`src/rtl/comparator_32bit_signed_lteq_serial_rx_if.sv`:
```
// comparator_32bit_signed_lteq_serial_rx_if
//
// Bundles the serial operand stream and the result handshake of the signed
// A <= B serial comparator.
//   Operand side : a_bit, b_bit, in_valid, in_first (to receiver), in_ready (from receiver)
//   Result side  : y0, out_valid, frame_err (from receiver), out_ready (to receiver)
//   Optional     : y_eq (A == B), present only when COMP_SERIAL_EQ_OUT_EN is defined
// Modports: slave = the comparator, master = the producer/consumer driving it.
interface comparator_32bit_signed_lteq_serial_rx_if;
    logic a_bit;
    logic b_bit;
    logic in_valid;
    logic in_first;
    logic in_ready;
    logic y0;
    logic out_valid;
    logic out_ready;
    logic frame_err;
`ifdef COMP_SERIAL_EQ_OUT_EN
    logic y_eq;

    modport slave (
        input  a_bit, b_bit, in_valid, in_first, out_ready,
        output in_ready, y0, out_valid, frame_err, y_eq
    );
    modport master (
        output a_bit, b_bit, in_valid, in_first, out_ready,
        input  in_ready, y0, out_valid, frame_err, y_eq
    );
`else
    modport slave (
        input  a_bit, b_bit, in_valid, in_first, out_ready,
        output in_ready, y0, out_valid, frame_err
    );
    modport master (
        output a_bit, b_bit, in_valid, in_first, out_ready,
        input  in_ready, y0, out_valid, frame_err
    );
`endif
endinterface

```
`src/rtl/comparator_32bit_signed_lteq_serial_rx.sv`:
```
// comparator_32bit_signed_lteq_serial_rx
//
// Receives two 32-bit two's-complement operands serially (LSB first, one bit
// of each per accepted beat) and reports A <= B (signed).
// Ports:
//   clk  - rising-edge clock
//   rst  - synchronous active-high reset
//   bus  - comparator_32bit_signed_lteq_serial_rx_if.slave
//          in:  a_bit, b_bit, in_valid, in_first, out_ready
//          out: in_ready, y0, out_valid, frame_err (+ y_eq)
// Optional feature: define COMP_SERIAL_EQ_OUT_EN to add the y_eq (A == B)
// output, registered and held alongside y0.
//
// Comparison idea: walking LSB to MSB, the most significant differing bit
// decides the order, so every differing bit simply overwrites lt and clears
// eq. The sign bit inverts the sense (A=1, B=0 means A is negative, A < B).
module comparator_32bit_signed_lteq_serial_rx (
    input  logic clk,
    input  logic rst,
    comparator_32bit_signed_lteq_serial_rx_if.slave bus
);
    typedef enum logic [1:0] {IDLE, SHIFT, DONE} state_t;

    state_t     state_reg, state_next;
    logic [4:0] cnt_reg, cnt_next;
    logic       lt_reg, lt_next;
    logic       eq_reg, eq_next;
    logic       y0_reg, y0_next;
    logic       out_valid_reg, out_valid_next;
    logic       frame_err_reg, frame_err_next;
`ifdef COMP_SERIAL_EQ_OUT_EN
    logic       y_eq_reg, y_eq_next;
`endif

    logic accept;
    logic bit_ne;

    always_ff @(posedge clk) begin
        if (rst) begin
            state_reg     <= IDLE;
            cnt_reg       <= 5'd0;
            lt_reg        <= 1'b0;
            eq_reg        <= 1'b0;
            y0_reg        <= 1'b0;
            out_valid_reg <= 1'b0;
            frame_err_reg <= 1'b0;
`ifdef COMP_SERIAL_EQ_OUT_EN
            y_eq_reg      <= 1'b0;
`endif
        end else begin
            state_reg     <= state_next;
            cnt_reg       <= cnt_next;
            lt_reg        <= lt_next;
            eq_reg        <= eq_next;
            y0_reg        <= y0_next;
            out_valid_reg <= out_valid_next;
            frame_err_reg <= frame_err_next;
`ifdef COMP_SERIAL_EQ_OUT_EN
            y_eq_reg      <= y_eq_next;
`endif
        end
    end

    always_comb begin
        state_next     = state_reg;
        cnt_next       = cnt_reg;
        lt_next        = lt_reg;
        eq_next        = eq_reg;
        y0_next        = y0_reg;
        out_valid_next = out_valid_reg;
        frame_err_next = 1'b0;
`ifdef COMP_SERIAL_EQ_OUT_EN
        y_eq_next      = y_eq_reg;
`endif
        // in_ready is low only in DONE, so a beat in DONE is never taken
        accept = bus.in_valid && (state_reg != DONE);
        bit_ne = bus.a_bit ^ bus.b_bit;

        unique case (state_reg)
            IDLE: begin
                if (accept) begin
                    if (bus.in_first) begin
                        lt_next    = ~bus.a_bit & bus.b_bit;
                        eq_next    = ~bit_ne;
                        cnt_next   = 5'd1;
                        state_next = SHIFT;
                    end else begin
                        // stray beat outside a frame: drop it and flag
                        frame_err_next = 1'b1;
                    end
                end
            end
            SHIFT: begin
                if (accept) begin
                    if (bus.in_first) begin
                        // restart: abandon the partial frame, this beat is bit 0
                        frame_err_next = 1'b1;
                        lt_next        = ~bus.a_bit & bus.b_bit;
                        eq_next        = ~bit_ne;
                        cnt_next       = 5'd1;
                    end else if (cnt_reg == 5'd31) begin
                        // sign bit: a set A bit against a clear B bit means A < B
                        if (bit_ne) begin
                            lt_next = bus.a_bit & ~bus.b_bit;
                            eq_next = 1'b0;
                        end
                        y0_next        = lt_next | eq_next;
`ifdef COMP_SERIAL_EQ_OUT_EN
                        y_eq_next      = eq_next;
`endif
                        out_valid_next = 1'b1;
                        cnt_next       = 5'd0;
                        state_next     = DONE;
                    end else begin
                        if (bit_ne) begin
                            lt_next = ~bus.a_bit & bus.b_bit;
                            eq_next = 1'b0;
                        end
                        cnt_next = cnt_reg + 5'd1;
                    end
                end
            end
            DONE: begin
                if (bus.out_ready) begin
                    out_valid_next = 1'b0;
                    state_next     = IDLE;
                end
            end
            default: begin
                state_next = IDLE;
                cnt_next   = 5'd0;
            end
        endcase
    end

    assign bus.in_ready  = (state_reg != DONE);
    assign bus.y0        = y0_reg;
    assign bus.out_valid = out_valid_reg;
    assign bus.frame_err = frame_err_reg;
`ifdef COMP_SERIAL_EQ_OUT_EN
    assign bus.y_eq      = y_eq_reg;
`endif

endmodule

```
`src/flat_wrapper.sv`:
```
// flat-port wrapper written by rule: the top's interface ports become plain ports
module comparator_32bit_signed_lteq_serial_rx_flat 
  (clk, rst, bus_a_bit, bus_b_bit, bus_in_valid, bus_in_first, bus_out_ready, bus_in_ready, bus_y0, bus_out_valid, bus_frame_err);
  comparator_32bit_signed_lteq_serial_rx_if bus_i ();
  input  logic clk;
  input  logic rst;
  input wire logic [$bits(bus_i.a_bit)-1:0] bus_a_bit;
  input wire logic [$bits(bus_i.b_bit)-1:0] bus_b_bit;
  input wire logic [$bits(bus_i.in_valid)-1:0] bus_in_valid;
  input wire logic [$bits(bus_i.in_first)-1:0] bus_in_first;
  input wire logic [$bits(bus_i.out_ready)-1:0] bus_out_ready;
  output wire logic [$bits(bus_i.in_ready)-1:0] bus_in_ready;
  output wire logic [$bits(bus_i.y0)-1:0] bus_y0;
  output wire logic [$bits(bus_i.out_valid)-1:0] bus_out_valid;
  output wire logic [$bits(bus_i.frame_err)-1:0] bus_frame_err;
  assign bus_i.a_bit = bus_a_bit;
  assign bus_i.b_bit = bus_b_bit;
  assign bus_i.in_valid = bus_in_valid;
  assign bus_i.in_first = bus_in_first;
  assign bus_i.out_ready = bus_out_ready;
  assign bus_in_ready = bus_i.in_ready;
  assign bus_y0 = bus_i.y0;
  assign bus_out_valid = bus_i.out_valid;
  assign bus_frame_err = bus_i.frame_err;
  comparator_32bit_signed_lteq_serial_rx u_core (.clk(clk), .rst(rst), .bus(bus_i));
endmodule
```
`config.mk`:
```
export PLATFORM = sky130hd
export DESIGN_NAME = comparator_32bit_signed_lteq_serial_rx_flat
export DESIGN_NICKNAME = d
export VERILOG_FILES = /design/src/rtl/comparator_32bit_signed_lteq_serial_rx_if.sv /design/src/rtl/comparator_32bit_signed_lteq_serial_rx.sv /design/src/flat_wrapper.sv
export SDC_FILE = /design/constraint.sdc
export NUM_CORES = 1
export LEC_CHECK = 0
export ABC_CLOCK_PERIOD_IN_PS = 2009
export CAP_MARGIN = 20
export CORE_UTILIZATION = 40
export CTS_BUF_LIST = sky130_fd_sc_hd__clkbuf_8 sky130_fd_sc_hd__clkbuf_16
export DETAILED_ROUTE_END_ITERATION = 8
export GPL_ROUTABILITY_DRIVEN = 1
export SLEW_MARGIN = 20
export SYNTH_ARGS = -nofsm -noshare
export SYNTH_HDL_FRONTEND = slang
export SYNTH_SLANG_ARGS = --single-unit
```
`constraint.sdc`:
```
create_clock -name clk -period 2.01 [get_ports clk]
set_clock_uncertainty 0.2 [all_clocks]
set_input_delay 0.3015 -clock clk [delete_from_list [all_inputs] [get_ports clk]]
set_output_delay 0.3015 -clock clk [all_outputs]
set_load 0.05 [all_outputs]
```
# Yosys cells after proc, flatten, opt, wreduce, memory -nomap -nowiden
# Cells that the tools add are included.
[classes]
add_sub_neg = 1
n_eq_ne = 11
muxes = 46
n_bitwise = 9
n_reduce_logical = 10
[ops]
columns = ["operator", "n"]
rows = [
  ["two-way mux 1 bit", 29],
  ["two-way mux 5 bit", 5],
  ["one-hot mux 5 bit (3 select lines)", 1],
  ["two-way mux 2 bit", 6],
  ["AND reduction 4 bit", 3],
  ["AND reduction 5 bit", 2],
  ["inequality test 2 bit, second input constant", 4],
  ["one-hot mux 1 bit (2 select lines)", 4],
  ["inequality test 2 x 1 -> 1 bit, second input constant", 3],
  ["one-hot mux 2 bit (3 select lines)", 1],
  ["AND reduction 6 bit", 1],
  ["adder 5 x 1 -> 5 bit, second input constant", 1],
  ["equality test 5 bit, second input constant", 1],
  ["inverter 1 bit", 5],
  ["inequality test 4 x 2 -> 1 bit, second input constant", 1],
  ["nonzero test 2 bit", 2],
  ["bitwise AND 1 bit", 2],
  ["equality test 2 x 1 -> 1 bit, second input constant", 1],
  ["equality test 2 bit, second input constant", 1],
  ["logical NOT 2 bit", 1],
  ["logical AND 1 bit", 1],
  ["OR 1 bit", 1],
  ["XOR 1 bit", 1],
]
[word_totals]
regBits = 12
in_bits = 7
out_inout_bits = 4
word_cells = 84

# Longest topological paths before layout
[logic_depth]
word_depth = 11
depth_mapped = 7
mapped_depth_nobuf = 7

# Worst setup path after synthesis
# No wires, ideal clock.
[synth_timing]
path_kind = "flip-flop to flip-flop"
startpoint = "register u_core.state_reg[0]"
endpoint = "register u_core.y0_reg (netlist: u_core.bus.y0)"
setup_time_ns = 0.071
t_arrival_ns = 1.418
required_ns = 1.739
slack_ns = 0.321
stages_incl_launch_ff = 6
synth_period_minus_slack_ns = 1.689
path_cell_list = "dfxtp_1 > buf_4 > nand2b_1 > nand4_1 > a211o_1 > a21oi_1"
[synth_via]
elab_chain_len = 3
word_cells_on_any_way = 4
classes_between = "eq/ne (2); reduce/logical (2)"
[synth_rtl]
columns = ["item", "line_no", "text"]
rows = [
  ["from (decl)", "comparator_32bit_signed_lteq_serial_rx.sv:24", "state_t state_reg, state_next;"],
  ["from (signal assigned)", "comparator_32bit_signed_lteq_serial_rx.sv:51", "state_reg <= state_next;"],
  ["inequality test 2 bit", "--", ""],
  ["via bus_in_ready", "flat_wrapper.sv:12", "output wire logic [$bits(bus_i.in_ready)-1:0] bus_in_ready;"],
  ["logical AND 1 bit", "comparator_32bit_signed_lteq_serial_rx.sv:76", "accept = bus.in_valid && (state_reg != DONE);"],
  ["AND reduction 4 bit (no source line)", "--", ""],
  ["to (signal assigned)", "comparator_32bit_signed_lteq_serial_rx.sv:55", "y0_reg <= y0_next;"],
  ["to (decl)", "comparator_32bit_signed_lteq_serial_rx.sv:28", "logic y0_reg, y0_next;"],
]
# The timed path passes the listed nets, and every way through them passes these cells.
# A chain may end at the register's enable or synchronous reset.

# Worst setup path in the final report
[layout_timing]
startpoint = "register u_core.y0_reg (netlist: u_core.bus.y0)"
endpoint = "output port bus_y0"
[layout_lines]
columns = ["item", "line_no", "text"]
rows = [
  ["to (decl)", "flat_wrapper.sv:13", "output wire logic [$bits(bus_i.y0)-1:0] bus_y0;"],
]
# No word-level cell between the ends.

==> impl_metrics.ini <==
[floorplan]
die_x_um = 45.5
initial_utilization_pct = 43.4
std_cell_rows = 15
io_pins = 11
dieArea_sq_um = 2070
die_y_um = 45.5
core_region_area_sq_um = 1750

[final_layout]
multi_input_area_sq_um = 468
drive_gt1_share_pct = 18.3
fillers = 176
num-nets-final = 118
antennaDiodeCount = 0
area_growth_pct = 27.9
largest_register_ffs = 5
seq_area_sq_um = 240

[power_and_ir_drop]
combPwrFrac_pct = 15.1
p_clk_share_pct = 43.2
p_switching_uw = 144
power_density_nw_per_um2 = 627
switching_share_pct = 23.7
p_leak_uw = 0.000372
power_frac_seq_pct = 41.7
p_int_uw = 464
vdd_drop_max_mv = 0.504

[clock_network]
cts_buffers = 3
cts_resized = 0
cts-root-buf = clkbuf_8
cts.path.max_buffers = 2
clock_latency_ns = 0.24
clock_sinks = 12
h-tree-depth = 1
clkTransAtPathRegs_ns = 0.05
postCtsHoldBufs = 0
cts_tree = done
postCtsSetupBuffers = 0

[global_route]
grt-ovfl-total = 0
antenna_found_initial = 0
grt_first_pass_wirelength_um = 2660
grt_max_degree = 12
groute.usage.overall_pct = 18.1
grt_pass1_vias = 588

[hold_path]
holdPathStages = 2
hp-class = register to register
holdCritStartpoint = u_core.bus.y0
min_to = u_core.bus.y0

[sta]
slew_viol_final = 0
tns_ns = 0
fin_hold_ws_ns = 0.260
tightest_slew_ns = 0.500
finalHoldViolations = 0
period_share_pct = 93.3
finalSetupViolations = 0
grt_setup_unrepaired = no
fmax_ghz = 0.533
fin_crit_ns = 1.88
relSlewSlack_pct = 66.6

[place]
gp_congestion = 0.758
io_buffers = 10
dp_hpwl_um = 1190

[run_status]
status = completed

[routing]
highest_layer = met4
wl_met3_um = 40
dr.pass1.iters = 4
vias = 684
wl_met2_um = 747
wire_per_inst_um = 11.9
drtIter0Drc = 4
ant_nets = 0
wirelength_um = 1540
drt-met1-wl_um = 735
viasPerCell = 5.30
drc_errors = 0

[logic_synthesis]
ys_seq_elements = 12
synth_cell_types = 35
ys_warn_count = 0
netlist_instances = 88
syn_area_per_cell_sq_um = 8.60
synth_area_sq_um = 757
synth_nets = 101
ys_seq_area_share_pct = 31.7

[setup_path]
crit_family = buffers and inverters
path_cells = clkdlybuf4s50_1
crit_arrival_ns = 1.37
crit_path_end_kind = output pin
rr_endpoint = u_core.cnt_reg[2]
cp_num_buf_inv = 1
cpPeakStageDelay_ns = 0.80
critPathLaunchType = register
critPathMaxFanout = 2
critPathRequiredTime_ns = 1.51
reg2reg_from = u_core.cnt_reg[0]
ff2ff_path_depth = 7
cp_slowest_cell = clkdlybuf4s50_1
reg2reg_slack_ns = 0.17
path_class = register to output pin

[run]
max_cap_violations = 0
[per-layer routing]
metal | vias to the layer above | GRT usage [%]
li1 | 351 | -
met1 | 322 | 23.7
met2 | 7 | 28.0
met3 | 4 | 5.95
met4 | 0 | 5.45
met5 | - | 0
[worst max path at each step]
stage,startpoint,end,depth (start not counted)
floorplan,u_core.state_reg[0],u_core.bus.y0,5
global placement,bus_b_bit,u_core.lt_reg,7
detailed placement,bus_b_bit,u_core.lt_reg,7
CTS,u_core.bus.y0,bus_y0,1
global route,u_core.cnt_reg[0],u_core.lt_reg,7
finish,u_core.bus.y0,bus_y0,1
[power by group through the flow]
stage               clock network, uW  registers [uW]  logic [uW]
floorplan                           0             258        60.9
global placement                    0             258        91.3
detailed placement                  0             259        92.2
CTS                               272             253        92.3
global route                      282             254         101
finish                            262             253        91.8
[synth_stat cells]
cell        n  area share (%)
nor3_1      1            0.66
nor2_1      5             2.5
nand4_1     1            0.83
buf_1       1            0.50
o21ai_0     4             2.6
nand4bb_1   1             1.5
mux2i_1     1             1.3
nor4bb_1    1             1.3
o21ai_2     1             1.2
a311oi_2    1             2.0
a211o_1     1             1.2
dfxtp_1    12              32
nor3b_1     2             2.0
a21o_1      1            0.99
a211oi_2    1             1.7
nand2_1     5             2.5
buf_6       1             1.5
or3_1       1            0.83
nor3b_2     1             1.7
nand2b_1    5             4.1
o21ai_1     2             1.3
a21oi_1     8             5.3
nand4b_1    1             1.2
a2bb2oi_1   1             1.2
and3_1      1            0.83
o32ai_2     1             2.1
o211ai_1    2             2.0
nand3_1     5             3.3
and2_4      1             1.2
a21boi_1    2             2.0
ha_1        6             9.9
nor2_2      2             1.7
inv_1       7             3.5
buf_4       1            0.99
and2b_2     1             1.2
[metrics by stage]
step	instance area (sq um)	instances	util [%]	worst slack [ns]	total power, uW
finish	968	129	55.5	0.135	607
detailed placement	913	125	52.3	0.0146	351
global placement	913	125	52.3	0.0301	350
floorplan	757	88	-	0.321	319
global route	968	129	55.5	0.00450	638
CTS	968	129	55.5	0.125	617
[kinds of logic after synthesis]
| family | count (synthesis) | synth area share, % |
|---|---|---|
| mux | 1 | 1.32 |
| fa+ha+maj | 6 | 9.92 |
| compound gates | 25 | 23.5 |
| buf+inv | 10 | 6.45 |
| flops | 12 | 31.7 |
| simple gates | 34 | 27.1 |
[final cells by class]
| cell class | instances | share of cell area [%] |
|---|---|---|
| tap | 25 | 3.23 |
| sequential | 12 | 24.8 |
| inverter | 7 | 2.71 |
| clock buffer | 4 | 5.68 |
| multi-input combinational | 66 | 48.3 |
| timing repair buffer | 15 | 15.2 |
[cells in the final DEF (no fill, tap or decap), drive strengths merged, types with 2 or more instances in the layout]
master | synthesis | routed
ha | 6 | 6
inv | 7 | 7
nand3 | 5 | 5
a21oi | 8 | 8
nand2 | 5 | 5
o21ai | 7 | 7
nor3b | 3 | 3
dfxtp | 12 | 12
nor2 | 7 | 7
nand2b | 5 | 5
o211ai | 2 | 2
clkbuf | 0 | 4
a21boi | 2 | 2
buf | 3 | 6
clkdlybuf4s50 | 0 | 9
Note: power is estimated with default switching activity, not from simulation.
